File: src/rtl/jk_cmd_sequencer.sv
// rtl/jk_cmd_sequencer.sv - queued JK flip-flop command sequencer
//
// Queues {op, count} commands in a small FIFO. It replays each op on the
// registered j/k drive for max(count,1) cycles. Commands run back to back with
// no idle cycle between them. q_model tracks the state of the downstream JK
// flip-flop.
//
// Ports:
//   clk        rising-edge clock
//   reset_n    asynchronous active-low reset
//   cmd_valid  upstream command present
//   cmd_op     {J,K}: 00 hold, 01 clear, 10 set, 11 toggle
//   cmd_count  cycles to apply cmd_op (0 behaves as 1)
//   cmd_ready  FIFO can accept a command this cycle
//   flush      synchronous abort of queued and running commands
//   j, k       registered drive to the downstream flip-flop
//   busy       command executing or FIFO non-empty
//   q_model    registered model of the downstream flip-flop state
module jk_cmd_sequencer #(
  parameter int DEPTH = 4,
  parameter int CNT_W = 4
) (
  input  logic             clk,
  input  logic             reset_n,
  input  logic             cmd_valid,
  input  logic [1:0]       cmd_op,
  input  logic [CNT_W-1:0] cmd_count,
  output logic             cmd_ready,
  input  logic             flush,
  output logic             j,
  output logic             k,
  output logic             busy,
  output logic             q_model
);

  localparam int AW = $clog2(DEPTH);
  localparam int EW = 2 + CNT_W;

  typedef enum logic {S_IDLE, S_RUN} state_t;

  state_t           state, state_nxt;
  logic [CNT_W-1:0] remaining, remaining_nxt;
  logic [1:0]       jk, jk_nxt;
  logic             pop;

  logic [EW-1:0]    mem [DEPTH];
  logic [AW:0]      wr_ptr, rd_ptr;
  logic             empty, full, push;
  logic [EW-1:0]    head;
  logic [1:0]       head_op;
  logic [CNT_W-1:0] head_count;

  // The pointers carry one extra wrap bit, so full and empty can be told apart.
  assign empty      = (wr_ptr == rd_ptr);
  assign full       = (wr_ptr[AW] != rd_ptr[AW]) && (wr_ptr[AW-1:0] == rd_ptr[AW-1:0]);
  assign cmd_ready  = !full && !flush;
  assign push       = cmd_valid && cmd_ready;
  assign head       = mem[rd_ptr[AW-1:0]];
  assign head_op    = head[EW-1 -: 2];
  assign head_count = head[CNT_W-1:0];

  always_ff @(posedge clk or negedge reset_n) begin
    if (!reset_n) begin
      wr_ptr <= '0;
      rd_ptr <= '0;
    end else if (flush) begin
      wr_ptr <= '0;
      rd_ptr <= '0;
    end else begin
      if (push) wr_ptr <= wr_ptr + (AW+1)'(1);
      if (pop)  rd_ptr <= rd_ptr + (AW+1)'(1);
    end
  end

  // Storage needs no reset: the pointers alone decide which entries are valid.
  always_ff @(posedge clk) begin
    if (push) mem[wr_ptr[AW-1:0]] <= {cmd_op, cmd_count};
  end

  always_ff @(posedge clk or negedge reset_n) begin
    if (!reset_n) begin
      state     <= S_IDLE;
      remaining <= '0;
      jk        <= 2'b00;
    end else begin
      state     <= state_nxt;
      remaining <= remaining_nxt;
      jk        <= jk_nxt;
    end
  end

  always_comb begin
    state_nxt     = state;
    remaining_nxt = remaining;
    jk_nxt        = jk;
    pop           = 1'b0;
    if (flush) begin
      state_nxt     = S_IDLE;
      remaining_nxt = '0;
      jk_nxt        = 2'b00;
    end else begin
      case (state)
        S_IDLE: begin
          jk_nxt = 2'b00;
          if (!empty) begin
            pop           = 1'b1;
            state_nxt     = S_RUN;
            jk_nxt        = head_op;
            remaining_nxt = (head_count == '0) ? CNT_W'(1) : head_count;
          end
        end
        S_RUN: begin
          // On the last cycle of a command, chain straight into the next queued one.
          if (remaining <= CNT_W'(1)) begin
            if (!empty) begin
              pop           = 1'b1;
              jk_nxt        = head_op;
              remaining_nxt = (head_count == '0) ? CNT_W'(1) : head_count;
            end else begin
              state_nxt     = S_IDLE;
              jk_nxt        = 2'b00;
              remaining_nxt = '0;
            end
          end else begin
            remaining_nxt = remaining - CNT_W'(1);
          end
        end
        default: begin
          state_nxt     = S_IDLE;
          jk_nxt        = 2'b00;
          remaining_nxt = '0;
        end
      endcase
    end
  end

  // q_model follows the j/k value already registered, so a flush does not alter its next update.
  always_ff @(posedge clk or negedge reset_n) begin
    if (!reset_n) begin
      q_model <= 1'b0;
    end else begin
      case (jk)
        2'b01:   q_model <= 1'b0;
        2'b10:   q_model <= 1'b1;
        2'b11:   q_model <= ~q_model;
        default: q_model <= q_model;
      endcase
    end
  end

  assign j    = jk[1];
  assign k    = jk[0];
  assign busy = (state == S_RUN) || !empty;

endmodule

File: config.mk
export PLATFORM = sky130hd
export DESIGN_NAME = jk_cmd_sequencer
export DESIGN_NICKNAME = d
export VERILOG_FILES = /design/src/rtl/jk_cmd_sequencer.sv
export SDC_FILE = /design/constraint.sdc
export NUM_CORES = 1
export LEC_CHECK = 0
export ABC_CLOCK_PERIOD_IN_PS = 1500
export BUFFER_PORTS_ARGS = -buffer_cell sky130_fd_sc_hd__buf_2
export CAP_MARGIN = 20
export CORE_ASPECT_RATIO = 0.9
export CORE_MARGIN = 5
export CORE_UTILIZATION = 45
export CTS_CLUSTER_DIAMETER = 30
export DETAILED_ROUTE_END_ITERATION = 7
export GPL_ROUTABILITY_DRIVEN = 0
export PLACE_DENSITY = 0.76
export SYNTH_ARGS = -nofsm -noshare
export SYNTH_HDL_FRONTEND = slang
export SYNTH_SLANG_ARGS = --single-unit
File: constraint.sdc
create_clock -name clk -period 1.5 [get_ports clk]
set_input_delay 0.3 -clock clk [delete_from_list [all_inputs] [get_ports clk]]
set_output_delay 0.3 -clock clk [all_outputs]
set_load 0.005 [all_outputs]
==> run metrics, run 1 <==
dpl hpwl=2556 um; Yosys top cell by area=edfxtp_1; layout cells sized above 1=roughly half; largest net degree at the start of global routing=15; Ant. Diodes=0; Max Fclk=between 500 and 600 MHz; DRT Wirelength=3705 um; largest family of logic cells by synthesized area=compound AO/OA/AOI/OAI gates; Netlist cell types=36; Crit path required time=about 1.2 ns; Syn Std Cell Area=1819 um^2; DRT Pass-1 Iters=4; mux cell area share after synthesis=9.491%; max cap viols=0; area grow syn2layout=37.28%; RSZ-0062 raised after global routing=yes; Slew Limit Fails=0; register area share after synthesis=58.87%; Syn. warnings=0; failing checks=setup timing; final clock skew=0.007894 ns; Initial Utilization=roughly 46%; Comb pwr share=between 40% and 50%; status=finished with violations; P_sw=1348 uW; number of cells after detailed placement=204; Setup WS pre-CTS=-0.1582 ns; buffer levels on the longest clock path=2; clock share of power=between 20% and 30%; initial antenna violation count=0; VDD IR-drop max=~0.9 mV; sequential share of power=35.5%; I/O Buffers=14; Setup Crit Path Kind=reg2out; fill count=between 200 and 300; Synth Area in XOR/XNOR=under 10%; final instance area=about 2500 um^2; DR DRC count=0; Hold WC Path Type=in2reg; first-pass GRT wire length=between 5000 and 6000 um; CTS tree=built; Worst-Skew Late Latency=about 0.29 ns; DRT iter0 DRCs=55; Core Box Area=between 3000 and 4000 um^2; Syn Area/Cell=14.21 um^2; Row Count=22; area share of fa/ha/maj cells after synthesis=a little under 5%; CTS sink count=38; final std cells w/o fill=approximately 220; depth of the CTS H-tree=2; Data arrival, critical path=1.40 ns; Final WS setup=-0.2022 ns; post-route ant nets=0; Worst-Margin Slew=0.4019 ns; Die Height=70.32 um; number of synthesized flops with an enable pin=24; ys flop type=edfxtp_1; leakage=0.0009554 uW; Pint=2667 uW; crit path cell chain=buf_4 > xnor2_4 > a31oi_1 > buf_2; Nets=~190; Area contributors post-synth=edfxtp_1 (40%), dfrtp_1 (19%), mux4_1 (5.8%), ha_1 (4.8%), mux4_2 (2.5%); period utilisation layout=113.5%; FF+latch count, synth=38; vias in the first global route=around 1200; TritonCTS buffer count=5; crit-path max FO=4; instance area after placement=between 2000 and 2500 um^2; Mapped Nets=145; chip width=77.02 um; via count=1203; Syn Inst Count=around 130; Final min period=about 1.7 ns; IO Pins=15; ys async rst share=a little under two fifths; DIE AREA=about 5400 um^2; vias per inst=5.371; sw frac=between 30% and 40%; Worst-path clk slew=around 0.08 ns; Yosys top cell area share=approximately 40%; TNS Setup=-3.025 ns; Worst setup EP type=output port; GR Overflow Total=0; Pwr Density=1607 nW/um^2; slowest CP cell=dfrtp_2; complex-gate fraction of the synthesized area=around a tenth; GRT Util Overall=about 14%; Finish-stage setup viols=32; Fin. Hold Viols=0; worst rel slew slack=around 73%; CP startpoint kind=flop; max incr delay on CP=roughly 0.47 ns; wire per inst=16.54 um; Post-Synth Simple-Gate Area=about a tenth; root buf cell=clkbuf_8
[path summary, 6_finish.rpt]
check	depth (start not counted)	slack, ns	start	to
max	4	-0.20	rd_ptr[0]	cmd_ready
min	1	0.23	cmd_count[1]	mem[0][1]
max reg2reg	4	-0.13	wr_ptr[0]	mem[1][1]
min reg2reg	1	0.47	jk[0]	q_model
max in group asynchronous	2	0.80	reset_n	wr_ptr[1]
min in group asynchronous	2	0.43	reset_n	rd_ptr[2]
[stage by stage]
step | total power (uW) | util, % | hold slack (ns)
floorplan | 2241 | - | 0.004409
global placement | 2634 | 51.85 | 0.2112
detailed placement | 2679 | 51.85 | 0.2204
CTS | 3731 | 58.81 | 0.2187
global route | 4239 | 62.57 | 0.2165
finish | 4015 | 62.57 | 0.2264
[flip-flops by register name (all words and copies together), names as in the netlist]
register   count
jk             2
mem           24
q_model        1
rd_ptr         3
remaining      4
state          1
wr_ptr         3
[synth_stat cells (4+ instances only)]
master    instances
edfxtp_1         24
dfrtp_1          14
a21oi_1           8
nand3_1           8
ha_1              7
inv_1             7
o21ai_0           6
nand2_1           5
mux4_1            4
nor2_1            4
[cell usage in the layout, fill, tap and decap left out, types with 3 or more instances in the layout]
cell	synthesis	layout
ha_1	7	5
clkbuf_8	0	5
mux4_2	2	3
and2_4	0	3
inv_1	7	6
buf_6	1	11
a31oi_1	3	3
buf_2	0	14
nand2_1	5	3
xnor2_4	0	3
dfrtp_1	14	10
edfxtp_1	24	24
xor2_4	0	3
a21oi_1	8	6
o21ai_0	6	5
nand3_1	8	6
buf_4	1	18
mux4_1	4	3
a21oi_2	1	3
dfrtp_2	0	4
nand3b_1	3	3
[per-layer routing]
layer	up-vias	global-route usage (%)	routed length, um
met5	-	0	0
met4	0	5.534	78
met3	10	4.510	137
met2	23	21.87	1822
met1	589	18.58	1667
li1	581	-	-
[critical path, delay by kind of cell, from the launching register on]
| family | cells | cell delay, ns |
|---|---|---|
| compound gates | 1 | 0.17 |
| flops | 1 | 0.47 |
| buf+inv | 2 | 0.33 |
| xor+xnor | 1 | 0.15 |
[layout make-up]
cell class | count | area [um^2] | area share, %
inverters | 7 | 26.28 | 1.052
clock inverters | 3 | 45.04 | 1.804
multi-input cells | 79 | 882.1 | 35.32
flip-flops and latches | 38 | 1076 | 43.09
repair buffers | 44 | 339.1 | 13.58
clock buffers | 5 | 68.82 | 2.756
well taps | 48 | 60.06 | 2.405
[power by group through the flow]
stage	Sequential (uW)	Clock, uW	Combinational [uW]
2_1_floorplan	1360	0	879
3_3_place_gp	1420	0	1210
3_5_place_dp	1430	0	1250
4_1_cts	1400	871	1460
5_1_grt	1450	920	1870
6_report	1420	856	1730
[cells by family after synthesis]
| family | count (synthesis) |
|---|---|
| AND/OR/NAND/NOR | 32 |
| AO/OA/AOI/OAI | 26 |
| buffers and inverters | 11 |
| XOR/XNOR | 6 |
| flip-flops | 38 |
| multiplexers | 8 |
| adder cells (fa/ha/maj) | 7 |
[what timing repair did]
action,4_1_cts,5_1_grt
pin swaps,9,10
gates resized for setup,19,23
gates cloned,0,0
hold buffers,1,0
endpoints found under the hold margin,14,0
endpoints found under the setup margin,38,37
setup buffers,8,3
Power figures use the tool's default switching activity.
==> inputs of run 2 (changes only) <==
Settings changed: CORE_MARGIN 5 to 10, CORE_UTILIZATION 45 to 52, PLACE_DENSITY 0.76 to 0.85.
==> run metrics, run 2 (synthesis gave the netlist of run 1 again) <==
worst rel slew slack=75.02% (+1.9 points); buffer levels on the longest clock path=2 (unchanged); DR DRC count=0 (unchanged); DRT Wirelength=4165 um (+12%); fill count=206 (-31%); Die Height=76.12 um (+8.2%); post-route ant nets=0 (unchanged); largest net degree at the start of global routing=15 (unchanged); vias per inst=5.514 (+2.7%); Crit path required time=1.20 ns (about the same); dpl hpwl=2761 um (+8.0%); DRT iter0 DRCs=66 (+20%); Pwr Density=1712 nW/um^2 (+6.5%); DRT Pass-1 Iters=4 (unchanged); Worst setup EP type=output port; hold_ws=0.2279 ns (+0.001470 ns); Register-to-Register Path Depth=5 (+1); vias in the first global route=1243 (+2.0%); status=finished with violations; Slew Limit Fails=0 (unchanged); hold depth=1 (unchanged); GRT Util Overall=12.59% (-1.6 points); Setup Crit Path Kind=reg2out; crit-path max FO=3 (-1); Multi-input gate area=855.8 um^2 (-3.0%); I/O Buffers=14 (unchanged); Data arrival, critical path=1.48 ns (+0.08 ns); chip width=82.35 um (+6.9%); Final WS setup=-0.2797 ns (-0.07753 ns); Worst-path clk slew=0.07 ns (about the same); TritonCTS buffer count=5 (unchanged); initial antenna violation count=0 (unchanged); Final min period=1.780 ns (+0.07753 ns); VDD IR-drop max=0.7827 mV (-13%); Initial Utilization=53.85% (+8.3 points); DIE AREA=6268 um^2 (+16%); leakage=0.0009539 uW (-0.16%); first-pass GRT wire length=6051 um (+2.9%); max cap viols=0 (unchanged); CP startpoint kind=flop; failing checks=setup timing; Power, Total=4261 uW (+6.2%); most frequent cells in the layout=edfxtp_1 (24), buf_4 (21), buf_2 (14), dfrtp_1 (8), buf_6 (7); Finish-stage setup viols=32 (unchanged); Ant. Diodes=0 (unchanged); Core Box Area=3378 um^2 (-15%); layout cells sized above 1=50.57% (unchanged); GR Overflow Total=0 (unchanged); depth of the CTS H-tree=2 (unchanged); Row Count=20 (-9.1%); final clock skew=0.003977 ns (-0.003916 ns); Worst-Skew Late Latency=0.29 ns (about the same); Nets=192 (unchanged); RSZ-0062 raised after global routing=yes; wire per inst=18.93 um (+14%); max FFs per register=24 (unchanged); Sequential Area=1079 um^2 (+0.23%); period utilisation layout=118.6% (+5.2 points); TNS Setup=-2.638 ns (+0.3865 ns); commonest non-fill, non-tap cell in the layout=edfxtp_1; IO Pins=15 (unchanged); Fin. Hold Viols=0 (unchanged); via count=1213 (+0.83%); Max Fclk=561.9 MHz (-4.4%); Hold WC Path Type=in2reg; Worst-Margin Slew=0.3698 ns (-0.03207 ns); CTS tree=built; CTS sink count=38 (unchanged); root buf cell=clkbuf_8; area grow syn2layout=36.86%
## run 2: final timing paths
path,to,startpoint,slack [ns]
setup / recovery,cmd_ready,rd_ptr[2],-0.28
hold / removal,mem[1][4],cmd_op[0],0.23
setup reg to reg,remaining[0],rd_ptr[0],-0.16
hold reg to reg,q_model,jk[0],0.48
max in group asynchronous,wr_ptr[1],reset_n,0.80
min in group asynchronous,state,reset_n,0.43
## run 2: worst max-delay path, stage by stage, from the launching register on
cell and delay, ns:
dfrtp_2 0.45, xor2_2 0.21, buf_4 0.15, a31oi_1 0.22, buf_2 0.16
## run 2: area by class of cell
class / count / share of cell area [%]
repair buffers: 44 / 13.52
well taps: 44 / 2.211
clock buffers: 5 / 2.764
flip-flops and latches: 38 / 43.32
clock inverters: 3 / 2.764
inverters: 7 / 1.055
multi-input cells: 79 / 34.37
## run 2: through the flow
step                worst slack [ns]  cell area [um^2]  util (%)  cells
global route                 -0.3183              2490     73.70    220
CTS                          -0.1816              2344     69.37    215
floorplan                   -0.02316              1831         -    128
finish                       -0.2797              2490     73.70    220
global placement             -0.1254              2064     61.11    200
detailed placement           -0.1836              2064     61.11    200
## run 2: per-layer routing
metal	up-vias	share of wire, %	global-route usage (%)
met3	9	4.6	4.363
li1	580	-	-
met5	-	0	0
met4	0	2.4	5.612
met2	34	51	20.22
met1	590	42	14.50
## run 2: what timing repair did
action | in CTS | in global routing
gates resized for setup | 15 | 22
setup buffers | 7 | 6
hold endpoints to repair | 14 | 0
hold buffers | 1 | 0
pin swaps | 6 | 9
endpoints found under the setup margin | 38 | 35
## run 2: report_power, final
group	switching [uW]	leakage (uW)	internal [uW]
sequential	178	0.000394	1250
clock	367	0.0000683	666
combinational	861	0.000492	934
